[src/rtl/lut_pkg.sv]
// Shared types and reset defaults for the programmable match table.
package lut_pkg;

    typedef enum logic [0:0] {
        IDLE  = 1'b0,
        SWEEP = 1'b1
    } state_e;

    localparam int unsigned NumDefaults = 4;

    // Reset code for entry idx; entries past the listed defaults reset to 0.
    function automatic logic [31:0] default_code(input int unsigned idx);
        logic [31:0] code;
        case (idx)
            0:       code = 32'h1;
            1:       code = 32'h0;
            2:       code = 32'h5;
            3:       code = 32'h8;
            default: code = 32'h0;
        endcase
        return code;
    endfunction

    function automatic logic default_vld(input int unsigned idx);
        return idx < NumDefaults;
    endfunction

endpackage

[src/rtl/lut_match_cmp.sv]
// Combinational priority comparator: lowest valid matching entry wins.
module lut_match_cmp #(
    parameter int unsigned WIDTH = 4,
    parameter int unsigned DEPTH = 4,
    parameter int unsigned AW    = $clog2(DEPTH)
) (
    input  logic [DEPTH-1:0][WIDTH-1:0] codes,
    input  logic [DEPTH-1:0]            vld,
    input  logic [WIDTH-1:0]            code,
    output logic                        hit,
    output logic [AW-1:0]               idx
);

    // Scan from the top so the lowest matching index is the last to assign.
    always_comb begin
        hit = 1'b0;
        idx = '0;
        for (int i = int'(DEPTH) - 1; i >= 0; i--) begin
            if (vld[i] && (codes[i] == code)) begin
                hit = 1'b1;
                idx = AW'(i);
            end
        end
    end

endmodule

[src/rtl/lut_match_prog.sv]
// Programmable exact-match lookup table with a one-entry-per-cycle clear sweep.
// Optional saturating hit counter enabled by LUT_MATCH_HIT_CNT_EN.
module lut_match_prog
    import lut_pkg::*;
#(
    parameter int unsigned WIDTH = 4,
    parameter int unsigned DEPTH = 4,
    parameter int unsigned AW    = $clog2(DEPTH)
) (
    input  logic             clk,
    input  logic             rst,
    input  logic             in_valid,
    input  logic [WIDTH-1:0] in_data,
    output logic             out_valid,
    output logic             out_hit,
    output logic [AW-1:0]    out_idx,
    input  logic             wr_en,
    input  logic [AW-1:0]    wr_addr,
    input  logic [WIDTH-1:0] wr_data,
    input  logic             wr_vld,
    output logic             wr_ready,
    input  logic             clr_all,
`ifdef LUT_MATCH_HIT_CNT_EN
    output logic [15:0]      hit_cnt,
`endif
    output logic             busy
);

    state_e state_q, state_d;
    logic [AW-1:0] ptr_q, ptr_d;

    logic [DEPTH-1:0][WIDTH-1:0] codes_q, codes_d, codes_rst;
    logic [DEPTH-1:0]            vld_q, vld_d, vld_rst;

    logic          out_valid_q, out_valid_d;
    logic          out_hit_q, out_hit_d;
    logic [AW-1:0] out_idx_q, out_idx_d;

    logic          cmp_hit;
    logic [AW-1:0] cmp_idx;
    logic          wr_fire;
    logic          sweep_start;

    always_comb begin
        for (int i = 0; i < int'(DEPTH); i++) begin
            codes_rst[i] = WIDTH'(default_code(i));
            vld_rst[i]   = default_vld(i);
        end
    end

    // Lookup sees the registered table, i.e. contents before any same-cycle write.
    lut_match_cmp #(
        .WIDTH (WIDTH),
        .DEPTH (DEPTH),
        .AW    (AW)
    ) u_cmp (
        .codes (codes_q),
        .vld   (vld_q),
        .code  (in_data),
        .hit   (cmp_hit),
        .idx   (cmp_idx)
    );

    // FSM: state register
    always_ff @(posedge clk or posedge rst) begin
        if (rst) begin
            state_q <= IDLE;
            ptr_q   <= '0;
        end else begin
            state_q <= state_d;
            ptr_q   <= ptr_d;
        end
    end

    // FSM: next state
    always_comb begin
        state_d = state_q;
        ptr_d   = ptr_q;
        unique case (state_q)
            IDLE: begin
                if (clr_all) begin
                    state_d = SWEEP;
                    ptr_d   = '0;
                end
            end
            SWEEP: begin
                if (ptr_q == AW'(DEPTH - 1)) begin
                    state_d = IDLE;
                    ptr_d   = '0;
                end else begin
                    ptr_d = ptr_q + 1'b1;
                end
            end
            default: begin
                state_d = IDLE;
                ptr_d   = '0;
            end
        endcase
    end

    // FSM: outputs
    always_comb begin
        wr_ready = (state_q == IDLE);
        busy     = (state_q == SWEEP);
    end

    assign wr_fire     = wr_en && wr_ready;
    assign sweep_start = (state_q == IDLE) && clr_all;

    // Table update: writes only land in IDLE, sweep clears one valid bit per cycle.
    always_comb begin
        codes_d = codes_q;
        vld_d   = vld_q;
        if (wr_fire && (32'(wr_addr) < DEPTH)) begin
            codes_d[wr_addr] = wr_data;
            vld_d[wr_addr]   = wr_vld;
        end
        if (busy) begin
            vld_d[ptr_q] = 1'b0;
        end
    end

    always_ff @(posedge clk or posedge rst) begin
        if (rst) begin
            codes_q <= codes_rst;
            vld_q   <= vld_rst;
        end else begin
            codes_q <= codes_d;
            vld_q   <= vld_d;
        end
    end

    always_comb begin
        out_valid_d = in_valid;
        out_hit_d   = out_hit_q;
        out_idx_d   = out_idx_q;
        if (in_valid) begin
            out_hit_d = cmp_hit;
            out_idx_d = cmp_idx;
        end
    end

    always_ff @(posedge clk or posedge rst) begin
        if (rst) begin
            out_valid_q <= 1'b0;
            out_hit_q   <= 1'b0;
            out_idx_q   <= '0;
        end else begin
            out_valid_q <= out_valid_d;
            out_hit_q   <= out_hit_d;
            out_idx_q   <= out_idx_d;
        end
    end

    assign out_valid = out_valid_q;
    assign out_hit   = out_hit_q;
    assign out_idx   = out_idx_q;

`ifdef LUT_MATCH_HIT_CNT_EN
    logic [15:0] hit_cnt_q, hit_cnt_d;

    // Clearing on sweep entry takes priority over a hit in the same cycle.
    always_comb begin
        hit_cnt_d = hit_cnt_q;
        if (sweep_start) begin
            hit_cnt_d = '0;
        end else if (in_valid && cmp_hit && (hit_cnt_q != 16'hFFFF)) begin
            hit_cnt_d = hit_cnt_q + 16'd1;
        end
    end

    always_ff @(posedge clk or posedge rst) begin
        if (rst) begin
            hit_cnt_q <= '0;
        end else begin
            hit_cnt_q <= hit_cnt_d;
        end
    end

    assign hit_cnt = hit_cnt_q;
`endif

endmodule

[config.mk]
export PLATFORM = sky130hd
export DESIGN_NAME = lut_match_prog
export DESIGN_NICKNAME = d
export VERILOG_FILES = /design/src/rtl/lut_pkg.sv /design/src/rtl/lut_match_cmp.sv /design/src/rtl/lut_match_prog.sv
export SDC_FILE = /design/constraint.sdc
export NUM_CORES = 1
export LEC_CHECK = 0
export CAP_MARGIN = 20
export CORE_MARGIN = 3
export CORE_UTILIZATION = 59
export CTS_BUF_LIST = sky130_fd_sc_hd__clkbuf_2
export DETAILED_ROUTE_END_ITERATION = 6
export PLACE_DENSITY = 0.88
export SLEW_MARGIN = 20
export SYNTH_ARGS = -nofsm -noshare
export SYNTH_HDL_FRONTEND = slang
export SYNTH_SLANG_ARGS = --single-unit
[constraint.sdc]
create_clock -name clk -period 3.1 [get_ports clk]
set_clock_uncertainty 0.2 [all_clocks]
set_input_delay 0.93 -clock clk [delete_from_list [all_inputs] [get_ports clk]]
set_output_delay 0.93 -clock clk [all_outputs]
set_load 0.03 [all_outputs]
Yosys cells after proc, flatten, opt, wreduce, memory -nomap -nowiden
Cells that the tools add are included.
- $add $sub $neg: 1
- multiplexer cells: 24
- reductions and logical operators: 7
- equal/unequal tests: 6
- bitwise logic cells: 3
- $lt $le $gt $ge: 4
- operator list (kind ; count):
    16-bit bitwise mux ; 1
    4-bit equality test ; 4
    2-bit 2-to-1 mux ; 6
    4-bit 2-to-1 mux ; 3
    4-bit demux with 2-bit select ; 1
    1-bit 2-to-1 mux ; 8
    1-bit logical AND ; 7
    2-bit by 3-bit less-than comparator with 1-bit output (second input constant) ; 2
    4-bit bitwise AND ; 1
    4-bit bitwise mux ; 1
    1-bit demux with 2-bit select ; 2
    2-bit by 1-bit >= comparator with 1-bit output (second input constant) ; 2
    4-bit NOT ; 1
    2-bit one-hot mux with 2 select lines ; 1
    2-bit by 1-bit adder with 2-bit output (second input constant) ; 1
    2-bit equality test (second input constant) ; 1
    2-bit by 1-bit inequality test with 1-bit output (second input constant) ; 1
    1-bit one-hot mux with 2 select lines ; 1
    1-bit NOT ; 1
- output and inout port bits: 6
- input bits: 16
- register bits: 27
- word-level logic and storage cells: 55

Longest topological paths before layout
Gate-level depths: netlist of the first run.
- word-level depth: 8
- mapped depth: 5
- gate-level depth less buffers: 5

Modules after synthesis
From an unflattened synthesis of the first run, not the netlist that was laid out.
- cell total of the unflattened synthesis: 104
- area, all modules: 1401.3 µm²
- by module, submodules not included (module ; cells an instance ; area each (µm²) ; instances ; seq. area each (µm²)):
    lut_match_prog ; 74 ; 1141.1 ; 1 ; 685.7
    lut_match_cmp ; 30 ; 260.2 ; 1 ; 0.0

Worst setup path before layout of the first run
Ideal clock, no wire load.
- path type: input to register
- start point: input port in_data[3]
- end point: register out_idx_q[0], in the netlist out_idx[0]
- arrival: 1.918 ns
- path slack: 0.833 ns
- buffers on the path: 1
- cell stages on the path: 5
- required time: 2.751 ns
- library setup time: 0.149 ns
- path through: buf_6 -> a22o_2 -> or4_1 -> a21oi_1 -> o22ai_1
- word-level cells in the longest chain between the ends: 6
- elaborated cells on any way between the ends: 12
- those cells by class: 4 x eq/ne; 4 x mux; 4 x reduce/logical
- RTL lines (item ; RTL line ; text):
    start: declaration ; lut_match_prog.sv:13 ; input logic [WIDTH-1:0] in_data,
    4-bit equality test ; lut_match_cmp.sv:19 ; if (vld[i] && (codes[i] == code)) begin
    1-bit logical AND ; lut_match_cmp.sv:19 ;
    2-bit 2-to-1 mux (3 in series) ; lut_match_cmp.sv:19 ;
    2-bit 2-to-1 mux * ; lut_match_cmp.sv:19 ;
    end signal: assignment ; lut_match_prog.sv:151 ; out_idx_q <= out_idx_d;
    end: declaration ; lut_match_prog.sv:37 ; logic [AW-1:0] out_idx_q, out_idx_d;
Mark *: on every way between the ends. The rest lies on a longest branch, timed or not.
A chain may end at the register's enable or synchronous reset.

Worst setup path in the final report of the first run
- start point: register state_q, in the netlist busy
- end point: output port busy
- RTL lines (item ; RTL line ; text):
    start: declaration ; lut_match_prog.sv:29 ; state_e state_q, state_d;
    start signal: assignment ; lut_match_prog.sv:70 ; state_q <= state_d;
    end: declaration ; lut_match_prog.sv:26 ; output logic busy
No word-level cell between the ends.

==> flow_metrics.py, run 1 <==
metrics = {
    "outcome": {
        "status": "completed",
    },
    "synth": {
        "syn-num-nets": 137,
        "seq_area_frac_synth_pct": 51.1,
        "yosys.area.top_type_share_pct": 35.4,
        "yosysWarnings": 0,
        "synth_area_per_cell_sq_um": 11.5,
        "yosysUniqueCellTypes": 29,
        "syn_inst": 117,
        "ys_ff_latch": 27,
        "syn_area_sq_um": 1340,
        "synth.area.top_cells": "dfrtp_1 (35%), dfstp_2 (16%), mux2_2 (10%), xor2_1 (5.2%), ha_1 (3.7%)",
        "synth_largest_area_cell": "dfrtp_1",
    },
    "layout": {
        "n_fill_cell": 146,
        "syn_to_final_growth_pct": 20.1,
        "fin_nets": 163,
        "diodes": 0,
        "regArea_sq_um": 686,
        "finalInstanceArea_sq_um": 1610,
        "multiInputGateArea_sq_um": 588,
        "drive_gt1_share_pct": 21.8,
        "final_common_cell": "clkdlybuf4s50_1",
        "final_cell_mix": "clkdlybuf4s50_1 (21), dfrtp_1 (19), inv_1 (12), mux2_2 (12)",
    },
    "floorplanning": {
        "coreArea_sq_um": 2060,
        "die_y_um": 53.7,
        "start_util_pct": 65.1,
        "die_w_um": 53.7,
        "dieArea_sq_um": 2880,
        "std_cell_rows": 16,
        "num_io_pins": 22,
    },
    "pwr": {
        "p_int_uw": 799,
        "ir_worst_vdd_mv": 0.602,
        "switching_share_pct": 35.7,
        "p_leak_uw": 0.000688,
        "p_switching_uw": 445,
        "power.density_nw_per_um2": 771,
        "seqPwrFrac_pct": 52.7,
        "pwr-share-comb_pct": 36.9,
        "fin_total_pwr_uw": 1240,
        "p_clk_share_pct": 10.4,
    },
    "placed_design": {
        "placed_cell_area_sq_um": 1590,
        "hpwl_mm": 2.17,
        "pre_cts_slack_ns": 0.181,
        "port_buffers": 21,
        "gp_congestion": 0.878,
    },
    "worst_setup_path": {
        "r2r_end": "out_idx[0]",
        "critPathSlowestCell": "clkdlybuf4s50_1",
        "crit_family": "buffers and inverters",
        "rr_startpoint": "codes_q[8]",
        "startpoint": "busy",
        "required_ns": 1.97,
        "critPathBufInv": 1,
        "ff2ff_path_depth": 5,
        "start_kind": "flop",
        "worstPathCellList": "clkdlybuf4s50_1",
        "worstPathArrival_ns": 1.74,
        "cp-end-kind": "output pin",
        "crit_type": "flop to output pin",
        "reg2reg_slack_ns": 1.20,
        "crit_path_max_incr_delay_ns": 0.76,
        "path_max_fanout": 14,
    },
    "cts": {
        "insertion_delay_ns": 0.34,
        "htree_levels": 1,
        "cts_tree": "done",
        "cts_max_path_buffers": 2,
        "post_cts_buffers": 0,
        "cts_resized": 0,
        "cts-buffers-inserted": 3,
        "hold_buffers": 0,
        "cts_root_buf": "clkbuf_2",
        "clkTransAtPathRegs_ns": 0.22,
        "numClockSinks": 27,
    },
    "timing": {
        "hold_viol_final": 0,
        "layout_setup_ws_ns": 0.228,
        "slew_headroom_pct": 66.4,
        "tightest_slew_ns": 0.497,
        "period_share_pct": 92.6,
        "tns_ns": 0,
        "fin_crit_ns": 2.87,
        "maxSlewViolCount": 0,
        "finalSetupViolCount": 0,
        "max_freq_mhz": 348,
        "grt_setup_unrepaired": "no",
    },
    "detailed_routing": {
        "wirelength_mm": 2.77,
        "drc_errors": 0,
        "viasPerCell": 5.78,
        "first_iter_violations": 22,
        "ant_nets": 0,
        "dr_total_vias": 976,
        "dr.pass1.iters": 4,
        "wl_per_cell_um": 16.4,
    },
    "worst_hold_path": {
        "worstHoldStart": "out_idx[1]",
        "hold_depth": 2,
        "hp-class": "flop to flop",
        "holdPathEnd": "out_idx[1]",
    },
    "global_routing": {
        "grt_max_degree": 28,
        "grt_pass1_wl_mm": 4.54,
        "grt_overflow": 0,
        "grt_use_total_pct": 22.5,
        "antenna_found_initial": 0,
        "grt_pass1_vias": 992,
    },
    "run": {
        "cap_violations": 0,
    },
}
-- power by group through the flow --
stage	Clock, uW	Combinational, uW	Sequential (uW)
after CTS	133	463	655
after detailed placement	0	460	665
after global placement	0	435	655
after floorplan	0	317	642
after global routing	146	508	677
final	129	460	656
-- flip-flops by register name, summed over array words and instances, names as in the netlist --
| signal | count |
|---|---|
| codes_q | 16 |
| vld_q | 4 |
| out_idx | 2 |
| ptr_q | 2 |
| busy | 1 |
| out_hit | 1 |
| out_valid | 1 |
-- how the worst max path moves through the flow --
stage / end / slack (ns) / depth (start not counted)
global placement: out_idx[0] / 0.26 / 6
detailed placement: out_idx[0] / 0.18 / 6
finish: busy / 0.23 / 1
floorplan: out_idx[0] / 0.83 / 5
CTS: busy / 0.21 / 1
global route: busy / 0.12 / 1
-- cell families (layout without fill, tap and decap cells) --
kind of cell	after synthesis	in the layout	share of synthesized area, %
mux	16	16	13.0
fa+ha+maj	4	4	3.73
buf+inv	16	41	5.13
compound gates	21	21	9.88
xor+xnor	10	10	6.52
flops	27	27	51.1
simple gates	23	23	10.6
-- final cells by class --
| type | instances | area share (%) |
|---|---|---|
| Clock buffer | 4 | 1.24 |
| Inverter | 12 | 2.79 |
| Timing Repair Buffer | 25 | 14.9 |
| Tap cell | 27 | 2.09 |
| Sequential cell | 27 | 42.5 |
| Multi-Input combinational cell | 74 | 36.5 |
-- cell usage after synthesis, drive strengths merged --
library cell  count
o2111ai           1
ha                4
nor4              2
dfrtp            19
dfstp             8
mux2             12
o41ai             1
a21oi             6
nor2              4
o22ai             3
o32ai             1
mux2i             4
nand2             8
o21ai             6
nor4b             2
a22o              1
nand2b            1
xor2              8
or4               1
buf               2
inv              12
o31ai             1
nor4bb            2
xnor2             2
or2b              2
nand4             1
a222oi            1
clkbuf            2
-- metrics by stage --
stage                     hold WS [ns]  std cells  util (%)
after floorplan                  0.280        117         -
after global placement           0.301        165      77.2
after detailed placement         0.318        165      77.2
after CTS                        0.352        169      78.2
after global routing             0.365        169      78.2
final                            0.353        169      78.2
-- layer usage --
| metal | track usage, % | vias to the layer above | part of all wire, % |
|---|---|---|---|
| met5 | 0 | - | 0 |
| met4 | 11.5 | 0 | 2.1 |
| met3 | 4.71 | 8 | 3.0 |
| met2 | 37.3 | 25 | 51 |
| met1 | 27.5 | 486 | 44 |
| li1 | - | 457 | - |
Note: power is estimated with default switching activity, not from simulation.
==> run 2: changes to the inputs <==
--- a/config.mk
+++ b/config.mk
@@ -7,10 +7,10 @@
 export LEC_CHECK = 0
 export CAP_MARGIN = 20
 export CORE_MARGIN = 3
-export CORE_UTILIZATION = 59
+export CORE_UTILIZATION = 54
 export CTS_BUF_LIST = sky130_fd_sc_hd__clkbuf_2
 export DETAILED_ROUTE_END_ITERATION = 6
-export PLACE_DENSITY = 0.88
+export PLACE_DENSITY = 0.82
 export SLEW_MARGIN = 20
 export SYNTH_ARGS = -nofsm -noshare
 export SYNTH_HDL_FRONTEND = slang
==> constraint.sdc (replaced) <==
create_clock -name clk -period 2.9 [get_ports clk]
set_clock_uncertainty 0.2 [all_clocks]
set_input_delay 0.87 -clock clk [delete_from_list [all_inputs] [get_ports clk]]
set_output_delay 0.87 -clock clk [all_outputs]
set_load 0.03 [all_outputs]
==> run 2 against run 1 <==
Clock power rose by 11%. Final area grew 0.62%. Via count shrank 3.6%. Core utilization fell by 6.9 points. Combinational power rose by 5.9%. Register-to-register slack worse by 0.20 ns. Flip-flop and latch count did not move. Wire length decreased by 0.94%. Sequential share of layout area shrank 0.19 points. Setup slack got worse by 0.066 ns. Critical endpoint is now wr_ready. Largest cell class unchanged. Highest routed layer unchanged.
==> flow_metrics.py, run 2 (synthesized netlist as in run 1, its figures left out) <==
metrics = {
    "floorplanning": {
        "coreArea_sq_um": 2280,
        "die_w_um": 55.9,
        "start_util_pct": 59.0,
        "num_io_pins": 22,
        "dieArea_sq_um": 3120,
        "std_cell_rows": 17,
        "die_y_um": 55.9,
    },
    "timing": {
        "tightest_slew_ns": 0.509,
        "finalSetupViolCount": 0,
        "max_freq_mhz": 365,
        "hold_viol_final": 0,
        "tns_ns": 0,
        "maxSlewViolCount": 0,
        "slew_headroom_pct": 65.7,
        "grt_setup_unrepaired": "no",
        "fin_crit_ns": 2.74,
        "period_share_pct": 94.4,
    },
    "worst_setup_path": {
        "start_kind": "flop",
        "worstPathArrival_ns": 1.67,
        "crit_family": "buffers and inverters",
        "crit_type": "flop to output pin",
        "cp-end-kind": "output pin",
        "worstPathCellList": "inv_1, clkdlybuf4s50_1",
        "crit_path_max_incr_delay_ns": 0.67,
        "path_max_fanout": 14,
        "required_ns": 1.83,
        "critPathBufInv": 2,
        "critPathSlowestCell": "clkdlybuf4s50_1",
    },
    "detailed_routing": {
        "wirelength_mm": 2.75,
        "wl_per_cell_um": 16.1,
        "ant_nets": 0,
        "drc_errors": 0,
        "viasPerCell": 5.50,
        "dr.pass1.iters": 4,
        "first_iter_violations": 11,
        "dr_total_vias": 941,
    },
    "cts": {
        "cts-buffers-inserted": 3,
        "insertion_delay_ns": 0.35,
        "numClockSinks": 27,
        "cts_tree": "done",
        "htree_levels": 1,
        "cts_root_buf": "clkbuf_2",
        "clkTransAtPathRegs_ns": 0.25,
        "cts_max_path_buffers": 2,
    },
    "layout": {
        "top_regs": "codes_q (16), vld_q (4)",
        "multiInputGateArea_sq_um": 588,
        "regArea_sq_um": 687,
        "final_cell_mix": "clkdlybuf4s50_1 (21), dfrtp_1 (18), inv_1 (12), mux2_2 (12)",
        "final_common_cell": "clkdlybuf4s50_1",
        "finalNonFillerCells": 171,
        "regMostFlops": "codes_q",
        "n_fill_cell": 188,
        "diodes": 0,
        "fin_nets": 164,
        "syn_to_final_growth_pct": 20.9,
        "largest_reg_flops": 16,
        "drive_gt1_share_pct": 23.1,
    },
    "pwr": {
        "p_clk_share_pct": 10.7,
        "switching_share_pct": 35.9,
        "power.density_nw_per_um2": 823,
        "fin_total_pwr_uw": 1340,
        "seqPwrFrac_pct": 52.9,
        "pwr-share-comb_pct": 36.4,
        "ir_worst_vdd_mv": 0.610,
        "p_int_uw": 857,
        "p_leak_uw": 0.000692,
        "p_switching_uw": 479,
    },
    "global_routing": {
        "grt_use_total_pct": 19.3,
        "grt_pass1_wl_mm": 4.64,
        "grt_overflow": 0,
        "grt_max_degree": 28,
        "grt_pass1_vias": 980,
        "antenna_found_initial": 0,
    },
    "placed_design": {
        "place_inst": 167,
        "port_buffers": 21,
        "gp_congestion": 0.806,
        "hpwl_mm": 2.13,
    },
    "run": {
        "cap_violations": 0,
    },
    "outcome": {
        "status": "completed",
    },
    "worst_hold_path": {
        "hp-class": "flop to flop",
    },
}
-- run 2: final cells by class --
cell class                 count  area share [%]
timing repair buffer          26            15.3
tap                           28            2.16
multi-input combinational     74            36.2
inverter                      12            2.78
sequential                    27            42.3
clock buffer                   4            1.23
-- run 2: per-stage QoR --
| stage | hold slack [ns] | worst slack [ns] | area (sq um) | utilization [%] |
|---|---|---|---|---|
| 6_report | 0.358 | 0.162 | 1620 | 71.3 |
| 5_1_grt | 0.375 | 0.0844 | 1620 | 71.3 |
| 4_1_cts | 0.361 | 0.0377 | 1620 | 71.2 |
| 3_5_place_dp | 0.321 | 0.0814 | 1600 | 70.4 |
| 3_3_place_gp | 0.298 | 0.112 | 1600 | 70.4 |
| 2_1_floorplan | 0.280 | 0.693 | 1340 | - |
-- run 2: metal layers --
layer	global-route usage [%]	wire [um]	vias to the layer above
met3	2.55	64	4
met4	6.78	27	0
met1	24.6	1160	467
met5	0	0	-
li1	-	-	457
met2	33.6	1500	13
-- run 2: worst paths after layout --
| path | start | end | slack (ns) | cells after the start |
|---|---|---|---|---|
| worst min-delay path | out_idx[1] | out_idx[1] | 0.36 | 2 |
| max in group asynchronous | rst | vld_q[1] | 1.56 | 3 |
| worst max register to register | codes_q[8] | out_idx[0] | 1.00 | 5 |
| min in group asynchronous | rst | out_idx[0] | 0.63 | 3 |
| worst min register to register | out_idx[1] | out_idx[1] | 0.36 | 2 |
| worst max-delay path | busy | wr_ready | 0.16 | 2 |
-- run 2: worst register-to-register path, cell delays in order (launching register included) --
cell     delay (ns)
dfstp_2        0.59
inv_1          0.05
a22o_2         0.24
or4_1          0.50
a21oi_1        0.14
o22ai_1        0.08
-- run 2: power by group through the flow --
stage / combinational, uW / clock [uW] / sequential (uW)
2_1_floorplan: 339 / 0 / 686
3_3_place_gp: 465 / 0 / 701
3_5_place_dp: 491 / 0 / 715
4_1_cts: 493 / 151 / 705
5_1_grt: 540 / 163 / 730
6_report: 487 / 143 / 707
-- run 2: what timing repair did --
item	in CTS	in global routing
gates resized for setup	0	1
hold buffers	0	0
setup endpoints to repair	0	2
buffers inserted	0	0
==> run 3: changes to the inputs <==
--- a/config.mk
+++ b/config.mk
@@ -9,6 +9,7 @@
 export CORE_MARGIN = 3
 export CORE_UTILIZATION = 54
 export CTS_BUF_LIST = sky130_fd_sc_hd__clkbuf_2
+export CTS_CLUSTER_SIZE = 28
 export DETAILED_ROUTE_END_ITERATION = 6
 export PLACE_DENSITY = 0.82
 export SLEW_MARGIN = 20
==> results of run 3 <==
Same layout as run 2: the final DEF is identical, and so are final timing and power.
==> variant (settings of run 3) <==
`DEPTH` is set to 4 in 2 places; all go to 8.
--- a/src/rtl/lut_match_cmp.sv
+++ b/src/rtl/lut_match_cmp.sv
@@ -3,3 +3,3 @@
     parameter int unsigned WIDTH = 4,
-    parameter int unsigned DEPTH = 4,
+    parameter int unsigned DEPTH = 8,
     parameter int unsigned AW    = $clog2(DEPTH)
--- a/src/rtl/lut_match_prog.sv
+++ b/src/rtl/lut_match_prog.sv
@@ -6,3 +6,3 @@
     parameter int unsigned WIDTH = 4,
-    parameter int unsigned DEPTH = 4,
+    parameter int unsigned DEPTH = 8,
     parameter int unsigned AW    = $clog2(DEPTH)
Interface: changed (resized out_idx and wr_addr); port bits go from 22 to 24. No check against the original RTL was run, so the function may have changed too.
==> variant against run 3 <==
Worst setup slack lost 0.014 ns; area after synthesis is 83% higher; wire length is 84% higher; total power rose by 63%; final area rose by 80%; clock power up 93%; sequential cell count is 22 higher; die area is 73% higher.
==> variant: results <==
set metrics [dict create \
    regToRegStartpoint "busy$_DFF_PP0_" \
    dp_hpwl_um 3810 \
    synth_compound_area_frac 0.0880 \
    hold_start "out_idx[2]$_DFFE_PP0P_" \
    num_vias 1690 \
    insertion_delay_ns 0.43 \
    cts_max_level 2 \
    drtIter0Drc 123 \
    num-nets-final 266 \
    placedCellCount 290 \
    portBuffers 23 \
    p_leak_nw 1.33 \
    seqCellArea_um2 1240 \
    synthMuxAreaShare 0.174 \
    p_per_area_nw_per_um2 746 \
    postSynthAreaPerCell_um2 12.0 \
    place_ws_ns -0.0816 \
    gp_congestion 0.951 \
    grt_max_degree 32 \
    grt_pass1_vias 1760 \
    seq_power_share 0.533 \
    syn-num-nets 224 \
    status "complete, no violations" \
    critPathMaxFanout 8 \
    switching_share 0.352 \
    grt.total_usage 0.213 \
    p_clk_uw 276 \
    synthAdderAreaFrac 0.0102 \
    top_regs "codes_q: 32 flops, vld_q: 8 flops" \
    synth_commonest_cells "dfrtp_1, mux2_2, xor2_1" \
    synth.area.top_cells "dfrtp_1, mux2_2, dfstp_2, xor2_1, mux2i_1" \
    ir_drop_mv 0.515 \
    synth_xor_xnor_area_share 0.0926 \
    placed_cell_area_um2 2880 \
    grt_pass1_wl_um 8510 \
    relSlewSlack 0.709 \
    post_layout_nonfiller_instances 298 \
    arrival_ns 1.68 \
    fill_cells 313 \
    wl_per_cell_um 17.0 \
    yosysSeqAreaShare 0.503 \
]
[variant: layout make-up]
type,count,area share
flip-flops and latches,49,0.423
repair buffers,42,0.137
clock buffers,5,0.00857
clock inverters,3,0.00600
inverters,8,0.0103
multi-input cells,141,0.394
well taps,50,0.0214
[variant: final timing paths]
kind,slack (ns),end
min in group asynchronous,0.50,busy$_DFF_PP0_
hold / removal,0.32,out_idx[2]$_DFFE_PP0P_
setup / recovery,0.15,busy
max in group asynchronous,1.42,codes_q[10]$_DFFE_PP1P_
hold reg to reg,0.32,out_idx[2]$_DFFE_PP0P_
setup reg to reg,0.90,codes_q[24]$_DFFE_PP0P_
[variant: cells by family after synthesis]
| group | count (synthesis) |
|---|---|
| compound gates | 26 |
| xor+xnor | 26 |
| fa+ha+maj | 2 |
| buf+inv | 15 |
| flops | 49 |
| mux | 39 |
| simple gates | 48 |
[variant: per-layer routing]
metal,track usage,part of all wire
met5,0,0
met4,0.0905,0.020
met3,0.0492,0.055
met2,0.346,0.48
met1,0.271,0.44
